`config.mk`:
```
export PLATFORM = sky130hd
export DESIGN_NAME = game_ctrl
export DESIGN_NICKNAME = d
export VERILOG_FILES = /design/src/rtl/game_pkg.sv /design/src/rtl/btn_debounce.sv /design/src/rtl/game_ctrl.sv
export SDC_FILE = /design/constraint.sdc
export NUM_CORES = 1
export LEC_CHECK = 0
export ABC_AREA = 1
export CAP_MARGIN = 20
export CORE_MARGIN = 3
export CORE_UTILIZATION = 35
export CTS_BUF_LIST = sky130_fd_sc_hd__clkbuf_2 sky130_fd_sc_hd__clkbuf_4 sky130_fd_sc_hd__clkbuf_8
export DETAILED_ROUTE_END_ITERATION = 6
export GPL_TIMING_DRIVEN = 0
export SLEW_MARGIN = 5
export SYNTH_ARGS = -nofsm -noshare
export SYNTH_HDL_FRONTEND = slang
export SYNTH_SLANG_ARGS = --single-unit
```
`constraint.sdc`:
```
create_clock -name sys_clk -period 2.9 [get_ports sys_clk]
set_input_delay 0.87 -clock sys_clk [delete_from_list [all_inputs] [get_ports sys_clk]]
set_output_delay 0.87 -clock sys_clk [all_outputs]
set_load 0.005 [all_outputs]
```
`src/rtl/game_pkg.sv`:
```
// Shared constants for the falling-block game controller: state encoding,
// LFSR seed, fall speed cap and drop_x placement offset.
package game_pkg;

   localparam logic [1:0] ST_IDLE = 2'd0;
   localparam logic [1:0] ST_PLAY = 2'd1;
   localparam logic [1:0] ST_OVER = 2'd2;

   localparam logic [9:0] LFSR_SEED  = 10'h1A5;
   localparam logic [3:0] SPEED_CAP  = 4'd8;
   localparam logic [9:0] DROP_X_OFS = 10'd32;

   // Fall speed grows by one every 8 points, capped.
   function automatic logic [3:0] fall_speed(input logic [7:0] score);
      logic [5:0] raw;
      raw = 6'd2 + {1'b0, score[7:3]};
      return (raw > {2'b00, SPEED_CAP}) ? SPEED_CAP : raw[3:0];
   endfunction

   // 10-bit maximal Fibonacci LFSR, taps 10 and 7.
   function automatic logic [9:0] lfsr_step(input logic [9:0] cur);
      return {cur[8:0], cur[9] ^ cur[6]};
   endfunction

endpackage

```
`src/rtl/btn_debounce.sv`:
```
// Button conditioner: 2-flop synchronizer, optional debouncer, press pulse.
// The debouncer is only built when GAME_CTRL_DEBOUNCE_EN is defined.
module btn_debounce #(
   parameter int DEBOUNCE_CYCLES = 1000000
) (
   input  logic sys_clk,
   input  logic sys_rst_n,
   input  logic btn,
   output logic level,
   output logic press
);

   logic [1:0] sync;
   logic       level_d;

   always_ff @(posedge sys_clk or negedge sys_rst_n) begin
      if (!sys_rst_n) begin
         sync <= 2'b00;
      end else begin
         sync <= {sync[0], btn};
      end
   end

`ifdef GAME_CTRL_DEBOUNCE_EN
   localparam int CW = (DEBOUNCE_CYCLES > 1) ? $clog2(DEBOUNCE_CYCLES) : 1;
   localparam logic [CW-1:0] RELOAD = CW'(DEBOUNCE_CYCLES - 1);

   logic [CW-1:0] cnt;
   logic          level_q;

   // Down-counter runs only while the synchronized input disagrees with the
   // accepted level; any agreeing sample restarts the window.
   always_ff @(posedge sys_clk or negedge sys_rst_n) begin
      if (!sys_rst_n) begin
         cnt     <= RELOAD;
         level_q <= 1'b0;
      end else if (sync[1] != level_q) begin
         if (cnt == '0) begin
            level_q <= sync[1];
            cnt     <= RELOAD;
         end else begin
            cnt <= cnt - 1'b1;
         end
      end else begin
         cnt <= RELOAD;
      end
   end

   assign level = level_q;
`else
   assign level = sync[1];
`endif

   always_ff @(posedge sys_clk or negedge sys_rst_n) begin
      if (!sys_rst_n) begin
         level_d <= 1'b0;
      end else begin
         level_d <= level;
      end
   end

   assign press = level & ~level_d;

endmodule

```
`src/rtl/game_ctrl.sv`:
```
// Falling-block game controller: player movement, drop fall/respawn, scoring.
// Define GAME_CTRL_DEBOUNCE_EN to build the button debouncers.
//
//   state | meaning
//   IDLE  | waiting for any button press to start a game
//   PLAY  | per-frame movement, fall and respawn; collision ends the game
//   OVER  | everything frozen; press one button while holding the other
module game_ctrl
   import game_pkg::*;
#(
   parameter int DEBOUNCE_CYCLES = 1000000,
   parameter int X_MAX           = 600,
   parameter int PLAYER_STEP     = 4,
   parameter int Y_BOTTOM        = 480
) (
   input  logic       sys_clk,
   input  logic       sys_rst_n,
   input  logic       btn_left,
   input  logic       btn_right,
   input  logic       frame_tick,
   input  logic       collision,
   output logic [9:0] player_x,
   output logic [9:0] drop_x,
   output logic [9:0] drop_y,
   output logic [7:0] score,
   output logic [1:0] state,
   output logic       game_over
);

   localparam logic [9:0]  X_MAX_V  = 10'(X_MAX);
   localparam logic [9:0]  X_MID    = 10'(X_MAX / 2);
   localparam logic [9:0]  STEP_V   = 10'(PLAYER_STEP);
   localparam logic [10:0] Y_BOT_V  = 11'(Y_BOTTOM);

   logic       lvl_left, lvl_right;
   logic       press_left, press_right;
   logic [9:0] lfsr;
   logic [9:0] x_next;
   logic [10:0] y_sum;
   logic [9:0] spawn_x;

   btn_debounce #(.DEBOUNCE_CYCLES(DEBOUNCE_CYCLES)) u_db_left (
      .sys_clk   (sys_clk),
      .sys_rst_n (sys_rst_n),
      .btn       (btn_left),
      .level     (lvl_left),
      .press     (press_left)
   );

   btn_debounce #(.DEBOUNCE_CYCLES(DEBOUNCE_CYCLES)) u_db_right (
      .sys_clk   (sys_clk),
      .sys_rst_n (sys_rst_n),
      .btn       (btn_right),
      .level     (lvl_right),
      .press     (press_right)
   );

   assign spawn_x = DROP_X_OFS + {1'b0, lfsr[8:0]};
   assign y_sum   = {1'b0, drop_y} + {7'd0, fall_speed(score)};

   always_comb begin
      x_next = player_x;
      if (lvl_left && !lvl_right) begin
         x_next = (player_x < STEP_V) ? 10'd0 : player_x - STEP_V;
      end else if (lvl_right && !lvl_left) begin
         x_next = (player_x > X_MAX_V - STEP_V) ? X_MAX_V : player_x + STEP_V;
      end
   end

   always_ff @(posedge sys_clk or negedge sys_rst_n) begin
      if (!sys_rst_n) begin
         state    <= ST_IDLE;
         player_x <= X_MID;
         drop_x   <= 10'd0;
         drop_y   <= 10'd0;
         score    <= 8'd0;
         lfsr     <= LFSR_SEED;
      end else begin
         lfsr <= lfsr_step(lfsr);
         case (state)
            ST_IDLE: begin
               if (press_left || press_right) begin
                  state    <= ST_PLAY;
                  player_x <= X_MID;
                  drop_x   <= spawn_x;
                  drop_y   <= 10'd0;
                  score    <= 8'd0;
               end
            end
            ST_PLAY: begin
               if (frame_tick) begin
                  // Collision wins over movement, fall and a same-frame respawn.
                  if (collision) begin
                     state <= ST_OVER;
                  end else begin
                     player_x <= x_next;
                     if (y_sum >= Y_BOT_V) begin
                        drop_y <= 10'd0;
                        drop_x <= spawn_x;
                        if (score != 8'hFF) score <= score + 8'd1;
                     end else begin
                        drop_y <= y_sum[9:0];
                     end
                  end
               end
            end
            ST_OVER: begin
               if ((press_left && lvl_right) || (press_right && lvl_left)) begin
                  state <= ST_IDLE;
               end
            end
            default: state <= ST_IDLE;
         endcase
      end
   end

   assign game_over = (state == ST_OVER);

endmodule

```
# Word level (Yosys, flattened, before mapping)
# Cells that the tools add are included.
# op_classes
add_sub_neg	6
order_cmp	4
eq_ne	11
mux	30
bitwise_logic	5
reduce_logical	15
# ops
op	count
2-to-1 mux 10 bit	15
one-hot mux 10 bit (2 select lines)	3
2-to-1 mux 8 bit	5
one-hot mux 8 bit (2 select lines)	1
inequality test 2 bit, second input constant	6
adder 10 x 4 -> 11 bit	1
>= comparator 11 x 9 -> 1 bit, second input constant	1
adder 10 x 3 -> 10 bit, second input constant	1
adder 6 x 9 -> 10 bit, first input constant	1
> comparator 10 bit, second input constant	1
< comparator 10 x 3 -> 1 bit, second input constant	1
AND reduction 5 bit	2
subtractor 10 x 3 -> 10 bit, second input constant	1
adder 8 x 1 -> 8 bit, second input constant	1
2-to-1 mux 2 bit	4
inequality test 8 bit, second input constant	1
AND reduction 4 bit	2
adder 2 x 5 -> 6 bit, first input constant	1
> comparator 6 x 4 -> 1 bit, second input constant	1
one-hot mux 2 bit (3 select lines)	1
AND reduction 6 bit	1
logical AND 1 bit	4
2-to-1 mux 4 bit	1
inequality test 3 bit, second input constant	1
10 further kinds	14
# word_totals
reg_bits	56
out_inout_bits	41
elab_cells	81

# Logic depth before layout (Yosys ltp)
# Gate-level depths: netlist (run 1).
# depth
depth_word	9
mapped_depth	22
depth_no_buf	21

# Cells and area by module
# From an unflattened synthesis (run 1), not the netlist that was laid out.
# hier_totals
cells_unflattened	385
hier_area_um2	3035.4
# by_module_without_submodules
module	instances	cells_each	area_each_um2	seq_area_each_um2
game_ctrl	1	375	2865.2	1212.4
btn_debounce	2	5	85.1	75.1

# Worst setup path before layout (run 1)
# No wires, ideal clock.
# synth_path
path_kind	reg-to-reg
startpoint	reg score[4]
endpoint	reg drop_x[7]
arrival_ns	2.649
required_time_ns	2.777
path_slack_ns	0.128
path_stages_with_launch	19
period_less_slack_ns	2.772
path_cell_list	dfrtp_1 ha_1 xor2_1 o31ai_1 nand3_1 nor2_1 ha_1 fa_1 nand3_1 nand3_2 nand2_1 nand2_1 nand2_1 nor2_1 a21oi_2 nand2_4 nand2_4 buf_6 o21ai_1
# synth_via
elab_chain_len	7
# synth_lines
element	line_no	rtl
start: declaration	game_ctrl.sv:25	output logic [7:0] score,
start signal: assignment	game_ctrl.sv:100	if (score != 8'hFF) score <= score + 8'd1;
adder 2 x 5 -> 6 bit (*)	game_pkg.sv:16	raw = 6'd2 + {1'b0, score[7:3]};
> comparator 6 x 4 -> 1 bit	game_pkg.sv:17	return (raw > {2'b00, SPEED_CAP}) ? SPEED_CAP : raw[3:0];
2-to-1 mux 4 bit (*)	game_pkg.sv:17	
adder 10 x 4 -> 11 bit (*)	game_ctrl.sv:59	assign y_sum = {1'b0, drop_y} + {7'd0, fall_speed(score)};
>= comparator 11 x 9 -> 1 bit (*)	game_ctrl.sv:97	if (y_sum >= Y_BOT_V) begin
inequality test 2 bit (no source line) (*)	-	
AND reduction 5 bit (no source line) (*)	-	
end signal: assignment	game_ctrl.sv:85	drop_x <= spawn_x;
end signal: assignment	game_ctrl.sv:99	drop_x <= spawn_x;
end: declaration	game_ctrl.sv:23	output logic [9:0] drop_x,
# Mark *: on every way between the ends. The rest lies on a longest branch, timed or not.
# A chain may end at the register's enable or synchronous reset.

# Worst setup path in the final report (run 1)
# layout_path
startpoint	reg score[5]
endpoint	reg drop_x[2]
# Same word-level chain as after synthesis.

==> impl_metrics.yaml, run 1 <==
logic_synthesis:
  synth.avg_cell_area_sq_um: 7.97
  netlist_area_sq_um: 3010
  yosys_warnings: 0
  ys_seq_elements: 54
  synthCells: 378
  seq_area_frac_synth_pct: 45.2
  synth_cell_types: 36
routing:
  wl_mm: 7.10
  initialDrtViolationCount: 116
  viasPerCell: 4.88
  ant_nets: 0
  firstDrtPassIters: 4
  via_count: 2681
  wl_per_cell_microns: 12.9
  drc: 0
setup_path:
  critPathMaxFanout: 5
  critPathKind: "reg2reg"
  critPathCaptureType: "flop"
  cp-start-kind: "flop"
  ff2ff_path_depth: 17
  crit_required_ns: 3.14
  arrival_ns: 3.09
sta:
  setup_viol: 0
  relSlewSlack_pct: 62.4
  min_period_over_period_pct: 98.1
  fmax_mhz: 351
  rsz0062_at_grt: "true"
  fin_crit_ns: 2.85
  skew_ns: 0.0146
  slew_violations: 0
  hold_violations: 0
  tightest_slew_ns: 0.564
grt:
  grt_use_total_pct: 14.7
  grt_max_degree: 33
  grt-ovfl-total: 0
  antenna_found_initial: 0
  grt_pass1_wl_mm: 11.8
  grt_pass1_vias: 2466
clock_network:
  insertion_delay_ns: 0.31
  htree_levels: 2
  cts_max_path_buffers: 2
  numClockSinks: 54
  cts_buffers: 5
  path_clk_slew_ns: 0.11
  clockRootBuffer: "clkbuf_8"
  cts_tree: "yes"
die:
  pin_count: 47
  die_w_microns: 98.8
  die_h_microns: 98.8
  rows: 33
  core_sq_um: 8300
  initial_core_util_pct: 36.3
  die_area_sq_um: 9750
power:
  total_power_mw: 2.61
  p_per_area_nw_per_um2: 660
  irDropWorstVdd_v: 0.000322
  p_leak_nw: 1.83
run_status:
  outcome: "completed"
place:
  post-dp-hpwl_mm: 5.26
  place_congestion: 0.902
  io_buffers: 44
  post_dp_cell_area_sq_um: 3600
min_path:
  hold_class: "reg2reg"
  worstHoldPathCells: 0
final_layout:
  diodes: 0
  fin_nets: 461
  stdcell_area_sq_um: 3960
  drive_above_1_share_pct: 15.3
  area_growth_pct: 31.4
run:
  cap_violations: 0
-- power by group --
group	leakage, nW	switching [mW]	internal, mW
clock	0.0506	0.276	0.181
combinational	1.08	0.697	0.511
sequential	0.696	0.0897	0.854
total	1.83	1.06	1.55
-- worst max-delay path: stages, from the launching register on --
cell and delay, ns:
dfrtp_1 0.45, ha_4 0.21, xor2_4 0.20, o31ai_4 0.10
nand3_2 0.10, nor2_2 0.04, ha_2 0.18, fa_2 0.36
buf_4 0.16, nand3_1 0.07, nand2_1 0.05, nand3b_1 0.17
a21oi_2 0.20, nand2_4 0.13, nand2_4 0.12, buf_6 0.13
nand2_1 0.05, nand2_1 0.06
-- kinds of logic after synthesis --
group	share of synthesized area, %
compound gates	9.51
xor+xnor	4.07
fa+ha+maj	5.23
buf+inv	7.48
flops	45.2
other cells	0.125
simple gates	28.3
-- routing by layer --
metal,wire (microns),GRT usage [%],part of all wire (%)
met5,0,0,0
met4,121,4.31,1.7
met3,199,2.26,2.8
met2,3360,23.7,47
met1,3420,20.6,48
-- final timing paths --
kind,slack (ns),start,endpoint
max in group asynchronous,1.73,sys_rst_n,lfsr[2]$_DFF_PN1_
min reg2reg,0.36,u_db_left.sync[0]$_DFF_PN0_,u_db_left.sync[1]$_DFF_PN0_
max,0.05,score[5]$_DFFE_PN0P_,drop_x[2]$_DFFE_PN0P_
min in group asynchronous,0.54,sys_rst_n,drop_y[2]$_DFFE_PN0P_
max reg2reg,0.05,score[5]$_DFFE_PN0P_,drop_x[2]$_DFFE_PN0P_
min,0.36,u_db_left.sync[0]$_DFF_PN0_,u_db_left.sync[1]$_DFF_PN0_
-- per-stage QoR --
stage	util, %	worst slack [ns]	hold WS (ns)	cells	setup TNS [ns]
2_1_floorplan	-	0.128	0.331	379	0
3_3_place_gp	43.2	-0.797	0.340	528	-41.26
3_5_place_dp	43.4	-0.229	0.342	529	-4.52
4_1_cts	45.9	0.00910	0.368	548	0
5_1_grt	47.7	-0.0951	0.374	549	-1.43
6_report	47.7	0.0539	0.362	549	0
-- cell type report --
class                      count  area, sq um
timing repair buffer          57          566
clock inverter                 3         28.8
clock buffer                   5         68.8
multi-input combinational    274         1570
inverter                      42          158
fill                         802         4340
sequential                    54         1370
tap                          105          131
buffer                         9         71.3
-- state kept, by name, indices dropped and copies added (netlist names) --
register,flops
u_db_right.sync,2
u_db_left.sync,2
player_x,8
lfsr,10
score,8
state,2
u_db_left.level_d,1
u_db_right.level_d,1
drop_y,10
drop_x,10
-- Yosys cell counts --
cell type | number | area [sq um]
o211ai_1 | 2 | 15.0
o311ai_0 | 1 | 8.76
nand3b_1 | 2 | 15.0
clkbuf_1 | 1 | 3.75
a21oi_1 | 7 | 35.0
and3_1 | 1 | 6.26
xor2_1 | 12 | 105
inv_1 | 41 | 154
a211oi_1 | 2 | 15.0
buf_4 | 2 | 15.0
dfstp_2 | 9 | 236
conb_1 | 1 | 3.75
buf_2 | 3 | 15.0
nand3_2 | 2 | 20.0
o31ai_1 | 2 | 15.0
o21ai_1 | 8 | 40.0
nand2_4 | 2 | 22.5
nand2_2 | 1 | 6.26
xnor2_1 | 2 | 17.5
ha_1 | 11 | 138
a22oi_1 | 1 | 7.51
a31oi_1 | 1 | 6.26
nor2_2 | 1 | 6.26
buf_6 | 3 | 33.8
nor2_1 | 37 | 139
fa_1 | 1 | 20.0
inv_2 | 1 | 3.75
nand3_1 | 31 | 155
nor3_1 | 7 | 35.0
o22ai_1 | 5 | 31.3
a21oi_2 | 1 | 8.76
nand4_1 | 11 | 68.8
o2111ai_1 | 1 | 8.76
dfrtp_1 | 45 | 1130
nand2_1 | 101 | 379
o21ai_0 | 19 | 95.1
-- cell usage in the layout (no fill, tap or decap), types with 3 or more instances in the layout --
cell type        instances
nand3_1                 26
dfrtp_1                 43
ha_4                     3
nand3_4                  3
buf_2                    4
nand2_2                  5
o22ai_1                  5
a21oi_1                  7
nor3_1                   7
nor2_2                   4
clkdlybuf4s50_1         43
dfstp_2                  9
o21ai_0                 18
clkbuf_8                 5
nand4_1                 11
xor2_1                  11
nor2_1                  34
ha_1                     7
buf_4                   11
inv_1                   41
nand3_2                  4
o21ai_1                  9
nand2_1                 97
buf_6                    4
-- what timing repair did --
action	CTS	global route
resized for setup	6	28
hold buffers	0	0
pin swaps	4	8
setup buffers	10	1
cloned	1	0
setup endpoints to repair	26	27
Note: power is estimated with default switching activity, not from simulation.
==> inputs of run 2 (changes only) <==
--- a/config.mk
+++ b/config.mk
@@ -8,10 +8,11 @@
 export ABC_AREA = 1
 export CAP_MARGIN = 20
 export CORE_MARGIN = 3
-export CORE_UTILIZATION = 35
+export CORE_UTILIZATION = 45
 export CTS_BUF_LIST = sky130_fd_sc_hd__clkbuf_2 sky130_fd_sc_hd__clkbuf_4 sky130_fd_sc_hd__clkbuf_8
 export DETAILED_ROUTE_END_ITERATION = 6
 export GPL_TIMING_DRIVEN = 0
+export PLACE_DENSITY = 0.71
 export SLEW_MARGIN = 5
 export SYNTH_ARGS = -nofsm -noshare
 export SYNTH_HDL_FRONTEND = slang
==> run 2 against run 1 <==
Net effect:
- the flow now finishes with violations (negative setup slack)
- non-clock buffer count rose by 3
- count of clock-buffer cells in the layout unchanged
- die area fell by 21%
- cell count is 4.6% lower
- highest routed layer unchanged
==> impl_metrics.yaml, run 2 (synthesis gave the netlist of run 1 again) <==
setup_path:
  cp_common_cell: "nand3_2"
  crit_buf_inv: 4
  reg2reg_from: "score[4]$_DFFE_PN0P_"
  critPathCaptureType: "flop"
  crit_start: "score[4]$_DFFE_PN0P_"
  cp-start-kind: "flop"
  ff2ff_path_depth: 18
  slowest_stage: "dfrtp_2"
  critPathKind: "reg2reg"
  cp_top_family: "simple AND/OR/NAND/NOR gates"
  arrival_ns: 3.12
  critPathMaxFanout: 7
  crit_required_ns: 3.10
  crit_chain: "buf_6, buf_6, inv_2, o31ai_2, nand3_2, nor2_1, ha_2, fa_2, nand3_2, nand3_4, nand3_2, nand2_2, nor2_2, a21oi_2, nand2_4, buf_8, nand4_1, nand2_1"
  cp_num_cells: 18
  slowest_delay_ns: 0.43
power:
  power_frac_comb_pct: 48.3
  swShare_pct: 40.8
  irDropWorstVdd_v: 0.000385
  p_int_mw: 1.60
  power_frac_seq_pct: 34.8
  p_switching_mw: 1.11
  p_leak_nw: 1.87
  p_per_area_nw_per_um2: 673
  power_frac_clock_pct: 16.9
routing:
  firstDrtPassIters: 4
  drc: 0
  viasPerCell: 5.37
  initialDrtViolationCount: 126
  via_count: 2814
  wl_mm: 7.25
  ant_nets: 0
  wl_per_cell_microns: 13.8
final_layout:
  diodes: 0
  fin_nets: 464
  stdcell_area_sq_um: 4020
  layout.cells.most_common: "nand2_1"
  area_growth_pct: 33.6
  final_core_util_pct: 62.6
  most-common-layout-cells: "nand2_1 (92), dfrtp_1 (43), clkdlybuf4s50_1 (43)"
  drive_above_1_share_pct: 19.7
  top_regs: "drop_x (10), drop_y (10), lfsr (10)"
clock_network:
  ctsHoldBuffers: 0
  clockRootBuffer: "clkbuf_8"
  cts_buffers: 5
  path_clk_slew_ns: 0.12
  cts_tree: "yes"
  numClockSinks: 54
  insertion_delay_ns: 0.33
  cts_max_path_buffers: 2
  htree_levels: 2
grt:
  gr-usage-met2_pct: 29.3
  grt_use_total_pct: 18.7
  globalRouteMet3Util_pct: 3.76
  top_usage_layer: "met2"
  grt-ovfl-total: 0
  grt_use_met1_pct: 26.0
  grt_pass1_vias: 2503
  grt_max_degree: 33
  grt_pass1_wl_mm: 11.5
  antenna_found_initial: 0
sta:
  fin_crit_ns: 2.92
  hold_violations: 0
  rsz0062_at_grt: "true"
  setup_slack_ns: -0.0227
  tightest_slew_ns: 0.566
  setup_viol: 17
  skew_ns: 0.0244
  slew_violations: 0
  min_period_over_period_pct: 101
  relSlewSlack_pct: 62.3
  fmax_mhz: 342
die:
  die_w_microns: 87.8
  die_h_microns: 87.8
  pin_count: 47
  rows: 29
  die_area_sq_um: 7710
  core_sq_um: 6420
  initial_core_util_pct: 46.9
min_path:
  worstHoldPathCells: 0
  worstHoldStart: "u_db_left.sync[0]$_DFF_PN0_"
  hold_class: "reg2reg"
run_status:
  outcome: "finished, violations left"
  failed_checks: "negative setup slack"
place:
  post-dp-hpwl_mm: 4.93
  post_dp_cell_area_sq_um: 3570
  io_buffers: 44
  place_congestion: 0.905
run:
  cap_violations: 0
## run 2: cell types whose count changed in the layout (fill, tap and decap cells not counted), sizes merged
cell    previous run  this run
clkbuf             6         8
buf               22        23
## run 2: per-layer routing
layer / vias up / part of all wire (%)
met5: - / 0
li1: 1371 / -
met1: 1356 / 47
met3: 10 / 4.7
met2: 77 / 47
met4: 0 / 1.3
## run 2: path summary, 6_finish.rpt
check	to	slack [ns]
setup / recovery	score[0]$_DFFE_PN0P_	-0.02
max in group asynchronous	player_x[8]$_DFFE_PN1P_	1.73
hold reg to reg	u_db_left.sync[1]$_DFF_PN0_	0.36
hold / removal	u_db_left.sync[1]$_DFF_PN0_	0.36
setup reg to reg	score[0]$_DFFE_PN0P_	-0.02
min in group asynchronous	drop_y[9]$_DFFE_PN0P_	0.52
## run 2: cell type report
class | count | area (sq um)
Buffer | 9 | 75.1
Clock inverter | 3 | 26.3
Inverter | 42 | 158
Fill cell | 529 | 2400
Clock buffer | 5 | 68.8
Timing Repair Buffer | 60 | 622
Tap cell | 77 | 96.3
Multi-Input combinational cell | 274 | 1610
Sequential cell | 54 | 1370
## run 2: what timing repair did
action,in CTS,in global routing
setup endpoints to repair,26,27
gates cloned,0,3
endpoints found under the hold margin,0,0
resized for setup,5,48
pin swaps,2,26
setup buffers,5,7
## run 2: worst reg2reg max path: cells and delay by family, from the launching register on
family          cells  cell delay [ns]
fa+ha+maj           2             0.46
simple gates       10             1.02
flops               1             0.43
compound gates      2             0.43
buf+inv             4             0.45
## run 2: metrics by stage
step / total power [mW] / instances / setup TNS, ns / hold slack (ns) / setup slack, ns
after floorplan: 1.63 / 379 / 0 / 0.331 / 0.128
after global placement: 2.00 / 500 / -35.57 / 0.332 / -0.708
after CTS: 2.52 / 514 / -0.0000382 / 0.360 / -0.0000382
after global routing: 2.89 / 524 / -3.67 / 0.363 / -0.174
after detailed placement: 2.03 / 501 / -3.37 / 0.337 / -0.172
final: 2.71 / 524 / -0.196 / 0.356 / -0.0227
## run 2: power groups by stage
stage	Combinational [mW]	Clock [mW]	Sequential [mW]
6_report	1.31	0.458	0.943
5_1_grt	1.43	0.506	0.956
4_1_cts	1.11	0.476	0.940
3_5_place_dp	1.07	0	0.954
3_3_place_gp	1.05	0	0.951
2_1_floorplan	0.683	0	0.947
